===== config.mk =====
export PLATFORM = sky130hd
export DESIGN_NAME = tile_seq_ctrl
export DESIGN_NICKNAME = d
export VERILOG_FILES = /design/src/rtl/tile_seq_ctrl.sv
export SDC_FILE = /design/constraint.sdc
export NUM_CORES = 1
export LEC_CHECK = 0
export ABC_AREA = 1
export CORE_AREA = 2 2 201 203
export DETAILED_ROUTE_END_ITERATION = 16
export DIE_AREA = 0 0 203 205
export PLACE_DENSITY_LB_ADDON = 0.2
export SYNTH_ARGS = -nofsm -noshare
export SYNTH_HDL_FRONTEND = slang
export SYNTH_SLANG_ARGS = --single-unit

===== constraint.sdc =====
create_clock -name clk -period 7.1 [get_ports clk]
set_input_delay 1.42 -clock clk [delete_from_list [all_inputs] [get_ports clk]]
set_output_delay 1.42 -clock clk [all_outputs]
set_load 0.01 [all_outputs]

===== src/rtl/tile_seq_ctrl.sv =====
// tile_seq_ctrl: parametrised tile sequencer for the FrodoKEM systolic matrix-multiply datapath.
// Ports:
//   clk, rst_n          clock, asynchronous active-low reset
//   start_i, mode_i     one-cycle start request (accepted in IDLE); mode 0 = AS, 1 = SA
//   a_ready_i           hash buffer holds the next A tile (sampled only in WAIT)
//   a_rdata_i/s_rdata_i A/S read data, one cycle after the address
//   acc_data_i          systolic output row for the current save beat
//   busy_o, done_o      busy from accepted start until done; done is a one-cycle pulse
//   a_addr_o/s_addr_o   A/S read addresses
//   left/right_data_o   array left/top inputs
//   sa_en/load/clear_o  array advance, weight-load mode, accumulator clear
//   wr_en/addr/data_o   result write-back port
//   perf_stall_o        WAIT stall counter, built only with TILE_SEQ_CTRL_PERF_EN defined
module tile_seq_ctrl #(
  parameter int TILE     = 4,
  parameter int DEPTH    = 1344,
  parameter int NBLK     = 2,
  parameter int AW       = 32,
  parameter int DW       = 64,
  parameter int A_STRIDE = 21504,
  parameter int S_STRIDE = 10752,
  parameter int B_BASE   = 86016
) (
  input  logic          clk,
  input  logic          rst_n,
  input  logic          start_i,
  input  logic          mode_i,
  input  logic          a_ready_i,
  input  logic [DW-1:0] a_rdata_i,
  input  logic [DW-1:0] s_rdata_i,
  input  logic [DW-1:0] acc_data_i,
  output logic          busy_o,
  output logic          done_o,
  output logic [AW-1:0] a_addr_o,
  output logic [AW-1:0] s_addr_o,
  output logic [DW-1:0] left_data_o,
  output logic [DW-1:0] right_data_o,
  output logic          sa_en_o,
  output logic          sa_load_o,
  output logic          sa_clear_o,
  output logic          wr_en_o,
  output logic [AW-1:0] wr_addr_o,
  output logic [DW-1:0] wr_data_o,
  output logic [31:0]   perf_stall_o
);
  localparam int LG   = $clog2(TILE);
  localparam int MAXB = DEPTH > 2*TILE ? DEPTH : 2*TILE;
  localparam int BW   = $clog2(MAXB);
  localparam int TW   = NBLK > 1 ? $clog2(NBLK) : 1;
  typedef enum logic [2:0] {IDLE, WAIT, LOAD, STREAM, DRAIN, SAVE} state_t;
  state_t        state_q, state_d;
  logic [BW-1:0] beat_q, beat_d;
  logic [TW-1:0] tile_q, tile_d;
  logic          mode_q, mode_d, done_q, done_d, ld_q, st_q, last;
  logic [AW-1:0] beat_w, line_w, lane_w, tile_w;
  always_ff @(posedge clk or negedge rst_n)
    if (!rst_n) begin
      state_q <= IDLE;
      beat_q  <= '0;
      tile_q  <= '0;
      mode_q  <= 1'b0;
      done_q  <= 1'b0;
      ld_q    <= 1'b0;
      st_q    <= 1'b0;
    end else begin
      state_q <= state_d;
      beat_q  <= beat_d;
      tile_q  <= tile_d;
      mode_q  <= mode_d;
      done_q  <= done_d;
      // read data returns one cycle after the address, so remember which phase issued it
      ld_q    <= state_q == LOAD;
      st_q    <= state_q == STREAM;
    end
  always_comb begin
    last    = (state_q == LOAD || state_q == SAVE) ? beat_q == BW'(TILE-1) :
              state_q == STREAM ? beat_q == BW'(DEPTH-1) : beat_q == BW'(2*TILE-1);
    state_d = state_q;
    beat_d  = beat_q + 1'b1;
    tile_d  = tile_q;
    mode_d  = mode_q;
    done_d  = 1'b0;
    case (state_q)
      IDLE: begin
        beat_d = '0;
        if (start_i) begin
          state_d = WAIT;
          tile_d  = '0;
          mode_d  = mode_i;
        end
      end
      WAIT: begin
        beat_d = '0;
        if (a_ready_i) state_d = mode_q ? LOAD : STREAM;
      end
      LOAD:   if (last) begin state_d = STREAM; beat_d = '0; end
      STREAM: if (last) begin state_d = DRAIN;  beat_d = '0; end
      DRAIN:  if (last) begin state_d = SAVE;   beat_d = '0; end
      SAVE: if (last) begin
        beat_d = '0;
        if (tile_q == TW'(NBLK-1)) begin
          state_d = IDLE;
          done_d  = 1'b1;
        end else begin
          state_d = WAIT;
          tile_d  = tile_q + 1'b1;
        end
      end
      default: state_d = IDLE;
    endcase
  end
  assign beat_w = AW'(beat_q);
  assign line_w = AW'(beat_q >> LG);
  assign lane_w = AW'(beat_q[LG-1:0]);
  assign tile_w = AW'(tile_q);
  assign a_addr_o = state_q == STREAM ? (line_w << 3) + lane_w * AW'(A_STRIDE) : '0;
  assign s_addr_o = state_q == LOAD ? tile_w * AW'(TILE*8) + beat_w * AW'(S_STRIDE) :
                    (state_q == STREAM && !mode_q) ? (line_w << 3) + lane_w * AW'(S_STRIDE) : '0;
  assign wr_addr_o = state_q == SAVE ?
                     AW'(B_BASE) + tile_w * AW'(TILE*TILE*8) + beat_w * AW'(TILE*8) : '0;
  assign wr_en_o      = state_q == SAVE;
  assign wr_data_o    = state_q == SAVE ? acc_data_i : '0;
  assign sa_en_o      = state_q == LOAD || state_q == STREAM || state_q == DRAIN;
  assign sa_load_o    = state_q == LOAD;
  assign sa_clear_o   = state_q == WAIT && a_ready_i;
  assign busy_o       = state_q != IDLE;
  assign done_o       = done_q;
  assign left_data_o  = st_q ? a_rdata_i : '0;
  // SA streams A on the left only; S was already loaded as weights
  assign right_data_o = (ld_q || (st_q && !mode_q)) ? s_rdata_i : '0;
`ifdef TILE_SEQ_CTRL_PERF_EN
  logic [31:0] perf_q, perf_d;
  always_comb
    perf_d = (state_q == IDLE && start_i) ? '0 :
             (state_q == WAIT && !a_ready_i && perf_q != '1) ? perf_q + 1'b1 : perf_q;
  always_ff @(posedge clk or negedge rst_n)
    if (!rst_n) perf_q <= '0;
    else perf_q <= perf_d;
  assign perf_stall_o = perf_q;
`else
  assign perf_stall_o = '0;
`endif
endmodule


Word level (Yosys, flattened, before mapping). Index checks and enable logic that the tools add are counted.

Bits in registers: 19. Input port bits: 197. Output and inout port bits: 326. Word-level logic and storage cells: 74.

Add/subtract/negate cells: 7. Multipliers: 3. Eq/ne operators: 14. Muxes and demuxes: 27. Reductions and logical operators: 16.

Operators with widths (count): $mux 64 (3); $add 6x25->26 (1); $mux 26 (1); $pmux 11 s2 (1); $add 18x16->19 (1); $mux 19 (1); $add 12x17->18 (1); $add 17x8->18 const A (1); $mux 18 (1); $mux 3 (6); $pmux 3 s6 (1); $add 12x16->17 (1); $mux 17 (1); $mul 11x5->16 const B (1); $mul 2x5->7 const B (2); $add 11x1->11 const B (1); $eq 11x11->1 const B (1); $eq 11x2->1 const B (1); $eq 11x3->1 const B (1); $mux 11 (1); $mux 1 (10); $ne 2x2->1 const B (4); $eq 3x2->1 const B (2); $eq 3x3->1 const B (2); other kinds (15) (21).

Depth between registers and ports, before layout.
Word-level depth: 5. Mapped depth: 15. Depth with buffers taken out: 15.

Least setup slack after synthesis. Ideal clock, no wire load.

Path type: reg-to-output. Start: register beat_q[3]. End: output port s_addr_o[21]. Arrival: 2.639 ns. Data required time: 5.680 ns. Setup slack: 3.041 ns. Cell stages (with the launch flop): 16. Buffers on the path: 0. Cells stage by stage: dfrtp_1 > ha_1 > ha_1 > inv_1 > fa_1 > inv_1 > ha_1 > a21oi_1 > nor2_1 > nor2_1 > nand2_1 > nand2_1 > nand2_1 > nand2_1 > nand2_1 > nor2_1.

Longest elaborated chain between the ends: 3.

RTL lines: start: declaration (RTL line 52) `logic [BW-1:0] beat_q, beat_d;`; start signal: assignment (RTL line 67) `beat_q <= beat_d;`; $mul 11x5->16 (RTL line 117) `assign s_addr_o = state_q == LOAD ? tile_w * AW'(TILE*8) + beat_w * AW'(S_STRIDE) :`; $add 6x25->26 (RTL line 117); $mux 26 (RTL line 117); end: declaration (RTL line 35) `output logic [AW-1:0] s_addr_o,`.

No other way between the ends.

Worst setup path in the final report.
Start: register beat_q[8]. End: output port s_addr_o[24].

Same word-level chain as after synthesis.

==> load_flow_metrics.sql <==
INSERT INTO impl_metrics (metric_group, metric, value, unit) VALUES
('outcome', 'status', 'completed', ''),
('power', 'total_power', '1.51', 'mW'),
('logic_synthesis', 'async_flop_share', '1.00', ''),
('detailed_routing', 'drt_pre_antenna_iters', '4', ''),
('logic_synthesis', 'yosys.cell_types.count', '36', ''),
('setup_path', 'r2r_cells', '10', ''),
('cts', 'cts_setup_buffers', '0', ''),
('setup_path', 'critPathMaxStageDelay', '0.66', 'ns'),
('cts', 'cts.reportedPaths.clkPinSlew', '0.06', 'ns'),
('logic_synthesis', 'synth_seq_cells', '19', ''),
('grt', 'initial_antenna_violation_count', '7', ''),
('layout', 'finalNetCount', '1570', ''),
('sta', 'final.min_clock_period', '5.11', 'ns'),
('logic_synthesis', 'syn-instance-count', '902', ''),
('floorplanning', 'floorplan.die_area', '0.0416', 'sq mm'),
('grt', 'via_count_of_the_first_global_routing_pass', '5927', ''),
('cts', 'holdBufCountCts', '0', ''),
('logic_synthesis', 'synth-seq-area-share', '0.0980', ''),
('cts', 'cts_tree', 'built', ''),
('sta', 'final.period_utilization', '0.719', ''),
('logic_synthesis', 'post_synth_xor_area_fraction', '0.0199', ''),
('sta', 'rsz0062_at_grt', 'false', ''),
('setup_path', 'path_class', 'flop to output pin', ''),
('detailed_routing', 'post-route-drc-count', '0', ''),
('sta', 'finalSetupViolCount', '0', ''),
('floorplanning', 'std_cell_rows', '73', ''),
('floorplanning', 'design.core.area', '0.0394', 'sq mm'),
('logic_synthesis', 'yosys_most_used_dff', 'dfrtp_1', ''),
('logic_synthesis', 'synth_edf_count', '0', ''),
('detailed_routing', 'detail-route-antenna-nets', '0', ''),
('layout', 'area_growth', '98.8', '%'),
('logic_synthesis', 'synth_simple_gate_area_frac', '0.312', ''),
('setup_path', 'slowest_stage', 'dfrtp_1', ''),
('min_path', 'holdCritPathClass', 'flop to flop', ''),
('logic_synthesis', 'synth_fa_ha_area_frac', '0.141', ''),
('floorplanning', 'die-height', '205', 'um'),
('flow_run', 'drv_cap', '0', ''),
('floorplanning', 'die_x', '203', 'um'),
('power', 'cellPowerDensity', '157', 'mW/mm^2'),
('cts', 'ctsRootBufferMaster', 'clkbuf_16', ''),
('setup_path', 'worst_ep_arrival_time', '3.69', 'ns'),
('floorplanning', 'io_pins', '523', ''),
('setup_path', 'worst-path-buf-inv', '3', ''),
('sta', 'worst_clock_skew', '0.00340', 'ns'),
('sta', 'tightest_slew', '0.966', 'ns'),
('cts', 'worst_skew_pair.late_latency', '0.25', 'ns'),
('sta', 'drv_slew', '0', ''),
('detailed_routing', 'postRouteWirelength', '27600', 'um'),
('sta', 'hold_viol', '0', ''),
('grt', 'grt_max_degree', '76', ''),
('grt', 'gr-total-overflow', '0', ''),
('detailed_routing', 'drt-initial-drc-count', '241', ''),
('setup_path', 'critical_path_stages', '14', ''),
('floorplanning', 'initial_utilization', '0.123', ''),
('setup_path', 'timing.critical_path.to_type', 'output pin', ''),
('cts', 'cts-buffers-inserted', '3', ''),
('placed_design', 'gp_congestion', '0.819', ''),
('layout', 'layout_commonest_cell', 'clkdlybuf4s50_1', ''),
('cts', 'cts_resized', '0', ''),
('setup_path', 'cp_top_family', 'adder cells', ''),
('logic_synthesis', 'synth_compound_area_frac', '0.0869', ''),
('logic_synthesis', 'synthesized_area', '0.00485', 'sq mm'),
('detailed_routing', 'routed_via_density', '3.43', ''),
('layout', 'layout-drive-gt1-share', '0.0121', ''),
('sta', 'timing.fmax', '0.196', 'GHz'),
('sta', 'total_neg_setup_slack', '0', 'ns'),
('placed_design', 'place_hpwl', '23900', 'um'),
('grt', 'grt_pass1_wl', '38700', 'um'),
('detailed_routing', 'vias', '6344', ''),
('setup_path', 'critPathMaxFanout', '13', ''),
('layout', 'most_used_cells_in_the_layout_excluding_fill_and_tap_cells', 'clkdlybuf4s50_1 (443), inv_1 (247), nor2_1 (188)', '');
==> synth_stat cells, types with 2 or more instances <==
cell type    n  area [sq um]
inv_1      247           927
nor2_1     188           706
nand2_1    157           589
buf_4       79           593
ha_1        45           563
a21oi_1     38           190
nand3_1     23           115
o21ai_0     22           110
dfrtp_1     19           475
clkbuf_1    15          56.3
xor2_1      10          87.6
buf_1        8          30.0
nor3_1       7          35.0
fa_1         6           120
a21o_1       4          30.0
buf_2        4          20.0
a21boi_0     3          22.5
nand4_1      3          18.8
clkinv_1     2          7.51
inv_2        2          7.51
nand2_2      2          12.5
nor2_2       2          12.5
o22ai_1      2          12.5
o31ai_1      2          15.0
==> worst register-to-register path, delay by kind of cell (launching register included) <==
kind | cells | cell delay (ns)
AND/OR/NAND/NOR | 9 | 1.70
flip-flops | 1 | 0.45
buffers and inverters | 1 | 0.21
==> cell type report <==
class                   count  area (sq um)  share of cell area
inverters                 251           942              0.0977
clock buffers               4          78.8             0.00818
well taps                 525           657              0.0681
repair buffers            445          4450               0.461
flip-flops and latches     19           477              0.0494
multi-input cells         602          3030               0.315
diodes                      2          5.00            0.000519
==> path summary, 6_finish.rpt <==
| check | startpoint | end | slack (ns) |
|---|---|---|---|
| worst max-delay path | beat_q[8]$_DFF_PN0_ | s_addr_o[24] | 1.99 |
| worst min-delay path | tile_q$_DFFE_PN0P_ | tile_q$_DFFE_PN0P_ | 0.55 |
| worst max register to register | state_q[1]$_DFFE_PN0P_ | state_q[0]$_DFFE_PN0P_ | 4.61 |
| worst min register to register | tile_q$_DFFE_PN0P_ | tile_q$_DFFE_PN0P_ | 0.55 |
| max in group asynchronous | rst_n | st_q$_DFF_PN0_ | 4.74 |
| min in group asynchronous | rst_n | beat_q[10]$_DFF_PN0_ | 1.70 |
==> state kept, by name (all words and copies together) (netlist names) <==
| name | cells |
|---|---|
| beat_q | 11 |
| mode_q | 1 |
| state_q | 3 |
| done_o | 1 |
| ld_q | 1 |
| st_q | 1 |
| tile_q | 1 |
==> metrics by stage <==
stage	setup slack (ns)	hold WS (ns)	util	area, sq um	std cells
after global placement	2.29	0.552	0.243	9560	1842
after floorplan	3.04	0.496	-	5140	980
after global routing	1.72	0.609	0.245	9640	1846
final	1.99	0.553	0.245	9640	1848
after CTS	1.98	0.566	0.245	9640	1846
after detailed placement	2.27	0.550	0.243	9560	1842
==> logic make-up (layout without fill, tap and decap cells) <==
| logic type | after synthesis | in the layout |
|---|---|---|
| AO/OA/AOI/OAI | 76 | 76 |
| XOR/XNOR | 11 | 11 |
| adder cells (fa/ha/maj) | 51 | 51 |
| buffers and inverters | 359 | 700 |
| flip-flops | 19 | 19 |
| other | 1 | 81 |
| AND/OR/NAND/NOR | 385 | 385 |
==> power by group <==
group	switching (mW)	total (mW)	internal, mW
registers	0.0458	0.175	0.129
clock network	0.0417	0.118	0.0765
logic	0.638	1.22	0.583
total	0.725	1.51	0.788
==> metal layers <==
| metal | wire length, um | track usage |
|---|---|---|
| met2 | 14500 | 0.230 |
| met3 | 2110 | 0.0310 |
| met1 | 10700 | 0.140 |
| met5 | 53 | 0 |
| met4 | 254 | 0.0190 |
(Power assumes the default switching activity.)
==> patch 1, RTL diff (config.mk and constraints unchanged) <==
Re-encode `state_t` (6 states) as one-hot, 6 bits wide.
--- a/src/rtl/tile_seq_ctrl.sv
+++ b/src/rtl/tile_seq_ctrl.sv
@@ -47,7 +47,7 @@
   localparam int MAXB = DEPTH > 2*TILE ? DEPTH : 2*TILE;
   localparam int BW   = $clog2(MAXB);
   localparam int TW   = NBLK > 1 ? $clog2(NBLK) : 1;
-  typedef enum logic [2:0] {IDLE, WAIT, LOAD, STREAM, DRAIN, SAVE} state_t;
+  typedef enum logic [5:0] {IDLE = 6'b000001, WAIT = 6'b000010, LOAD = 6'b000100, STREAM = 6'b001000, DRAIN = 6'b010000, SAVE = 6'b100000} state_t;
   state_t        state_q, state_d;
   logic [BW-1:0] beat_q, beat_d;
   logic [TW-1:0] tile_q, tile_d;
Check against the original RTL: no difference found for any inputs over 10 cycles, from zero or initial values and one cycle with rst_n low; not proved beyond that.
==> patch 1 against the unedited design <==
Die area is the same. Clock skew shrank 2.1 ps. Area after synthesis grew 7.1%. Non-clock buffer count grew 2. Largest cell class unchanged. Power shrank 23%. Wire length grew 24%. Setup slack lost 140 ps. Sequential cell count grew 3. Maximum frequency shrank 2.7%. Design area grew 3.4%. Final cell count grew 1.9%. Critical path depth is the same. Utilization grew 0.82 points.
==> patch 1: results <==
metrics = {
    "finish": {
        "final-clk-cell-share_pct": 0.891,
        "reg_top3": "beat_q (11), state_q (6)",
        "bufAreaShareNonClock_pct": 44.8,
        "multi_input_area_share_pct": 32.3,
        "fin_cells": 1883,
        "nFillCells": 4486,
        "seq_share_pct": 5.55,
        "fin_nets": 1603,
        "n_all_buffers": 447,
        "inverters": 259,
        "num-multi-input-gates": 622,
        "drive_above_1_share_pct": 3.18,
        "antenna_cells": 4,
    },
    "yosys": {
        "ys_top_cells_by_area": "inv_1 18%, nor2_1 14%, buf_4 12%",
        "synth-seq-area-share_pct": 10.6,
        "postSynthCellCount": 935,
        "synth_common_cells": "254 x inv_1, 188 x nor2_1, 153 x nand2_1",
        "synth_top_flop_cell": "dfrtp_1",
        "synth-seq-cells": 22,
        "synthDistinctLibCells": 40,
    },
    "power": {
        "p_leak_nw": 5.15,
        "ir_worst_vdd_v": 0.0000889,
        "power.internal_w": 0.000614,
        "powerComb_w": 0.000840,
        "p_total_w": 0.00117,
        "clkPwrFrac_pct": 11.6,
    },
    "clocking": {
        "cts_buffers": 3,
        "ctsResizeCount": 0,
        "clk_root_buffer_cell": "clkbuf_16",
    },
    "global_route": {
        "grt_max_degree": 66,
        "grtUsageMet1_pct": 20.1,
        "grt_pass1_vias": 6540,
        "grt_pass1_wl_um": 46700,
        "use_met3_pct": 5.12,
        "use_met2_pct": 25.8,
        "antenna_found_initial": 10,
        "track_usage_pct": 15.4,
    },
    "routing": {
        "routedWlPerCell_um": 18.2,
        "drt_iter0_markers": 363,
        "wl_met3_um": 3250,
        "wl_met1_um": 14700,
        "route.met2.wl_um": 16100,
        "vias": 6733,
    },
    "placement": {
        "hpwl_um": 29800,
        "place_area_mm2": 0.00987,
        "gp_congestion": 0.831,
    },
    "timing": {
        "tightest_slew_ps": 1100,
        "hold_viol_final": 0,
        "fin_skew_ps": 1.31,
    },
    "floorplanning": {
        "placementRows": 73,
    },
    "status": {
        "status": "finished, final reports clean",
    },
    "critical_path": {
        "r2r_slack_ps": 4670,
        "cp.arrival_ps": 3830,
        "max_stage_delay_ps": 640,
        "cp_max_fo": 13,
    },
}
==> patch 1: cell families (layout without fill, tap and decap cells) <==
kind of cell	count (synthesis)	in the layout	synth area share [%]
flops	22	22	10.6
compound gates	75	75	8.28
simple gates	403	403	32.3
buf+inv	369	710	33.2
fa+ha+maj	51	51	13.1
xor+xnor	14	14	2.36
other cells	1	83	0.0722
==> patch 1: through the flow <==
stage                     util [%]  hold WS, ps  setup slack [ps]
final                         25.3          643              1850
after global routing          25.3          656              1440
after CTS                     25.3          646              1800
after detailed placement      25.1          636              2090
after global placement        25.1          633              2140
after floorplan                  -          541              2960
==> patch 1: worst paths after layout <==
kind | start | end | cells past startpoint
worst min-delay path | mode_q | state_q[2] | 2
worst min register to register | mode_q | state_q[2] | 2
max in group asynchronous | rst_n | st_q | 1
worst max register to register | state_q[5] | state_q[0] | 8
min in group asynchronous | rst_n | st_q | 1
worst max-delay path | beat_q[1] | s_addr_o[20] | 14
==> patch 2, RTL diff (config.mk and constraints unchanged) <==
Without the edit above. Set the parameter `NBLK` to 8 (it was 2).
--- a/src/rtl/tile_seq_ctrl.sv
+++ b/src/rtl/tile_seq_ctrl.sv
@@ -14,7 +14,7 @@
 module tile_seq_ctrl #(
   parameter int TILE     = 4,
   parameter int DEPTH    = 1344,
-  parameter int NBLK     = 2,
+  parameter int NBLK     = 8,
   parameter int AW       = 32,
   parameter int DW       = 64,
   parameter int A_STRIDE = 21504,
Check against the original RTL: same outputs for any inputs over 10 cycles, from zero or initial values and one cycle with rst_n low; that may be too few to reach the edited logic, so the function may still have changed.
==> patch 2 against the unedited design <==
Area after synthesis is 5.0% higher. Sequential cell count increased by 2. Design area up 2.1%. Final cell count rose by 1.8%. Maximum frequency fell by 0.19%. Wire length grew 6.5%. Sequential power is 10% higher. Setup slack lost 9.9 ps. Non-clock buffer count is 1 higher. Power increased by 4.2%. Clock power increased by 8%. Critical endpoint is now s_addr_o[19].
==> patch 2: results <==
metrics = {
    "power": {
        "powerComb_w": 0.00126,
        "power.internal_w": 0.000807,
        "power_density_mw_per_mm2": 160,
        "ir_worst_vdd_v": 0.0000963,
        "p_leak_nw": 5.23,
    },
    "global_route": {
        "use_met3_pct": 2.91,
        "grt-ovfl-total": 0,
        "antenna_found_initial": 15,
        "grt_pass1_vias": 6404,
        "grt_pass1_wl_um": 40800,
        "grtUsageMet1_pct": 13.8,
        "track_usage_pct": 13.0,
        "grt_max_degree": 78,
        "use_met2_pct": 27.1,
    },
    "critical_path": {
        "max_stage_delay_ps": 590,
        "r2r_slack_ps": 4490,
        "cp_max_fo": 10,
    },
    "timing": {
        "fin_skew_ps": 1.88,
        "tightest_slew_ps": 1100,
        "hold_viol_final": 0,
        "hold_ws_ps": 573,
    },
    "yosys": {
        "postSynthCellCount": 935,
        "synth_compound_area_share_pct": 7.15,
        "synth-seq-area-share_pct": 10.3,
        "synthXorXnorAreaFrac_pct": 1.72,
        "synth_common_cells": "251 x inv_1, 195 x nor2_1, 179 x nand2_1",
        "ys_top_cells_by_area": "inv_1 18%, nor2_1 14%, nand2_1 13%",
        "synth_fa_ha_area_share_pct": 14.5,
        "synthArstFlopShare_pct": 100,
    },
    "placement": {
        "hpwl_um": 26100,
        "post-place-ws_ps": 2250,
        "gp_congestion": 0.820,
        "place_area_mm2": 0.00976,
    },
    "hold_path": {
        "holdPathEnd": "tile_q[2]",
        "min_from": "tile_q[2]",
    },
    "finish": {
        "drive_above_1_share_pct": 1.48,
        "reg_top3": "beat_q (11), state_q (3), tile_q (3)",
        "fin_nets": 1606,
        "nFillCells": 4422,
        "fin_cells": 1882,
    },
    "status": {
        "status": "finished, final reports clean",
    },
    "routing": {
        "drt_iter0_markers": 292,
    },
    "clocking": {
        "clock_latency_ps": 260,
    },
}
==> patch 2: metal layers <==
| layer | wire [µm] | vias to the layer above |
|---|---|---|
| li1 | - | 3380 |
| met1 | 10400 | 3032 |
| met2 | 16700 | 309 |
| met3 | 2170 | 22 |
| met4 | 147 | 0 |
| met5 | 0 | - |
==> patch 2: final cells by class <==
cell class,count,area share (%)
repair buffers,446,45.3
multi-input cells,626,32.0
inverters,256,9.78
well taps,525,6.67
flip-flops and latches,21,5.35
clock buffers,3,0.762
diodes,4,0.102
clock inverters,1,0.0508
==> patch 2: worst max-delay path by stage <==
stage                     slack [ps]           end  depth (start not counted)       from
final                           1980  s_addr_o[19]                         14  beat_q[5]
after global routing            1700  s_addr_o[23]                         14  beat_q[5]
after CTS                       1960  s_addr_o[19]                         14  beat_q[5]
after detailed placement        2250  s_addr_o[19]                         14  beat_q[5]
after global placement          2260  s_addr_o[19]                         14  beat_q[5]
after floorplan                 3000  s_addr_o[19]                         13  beat_q[3]
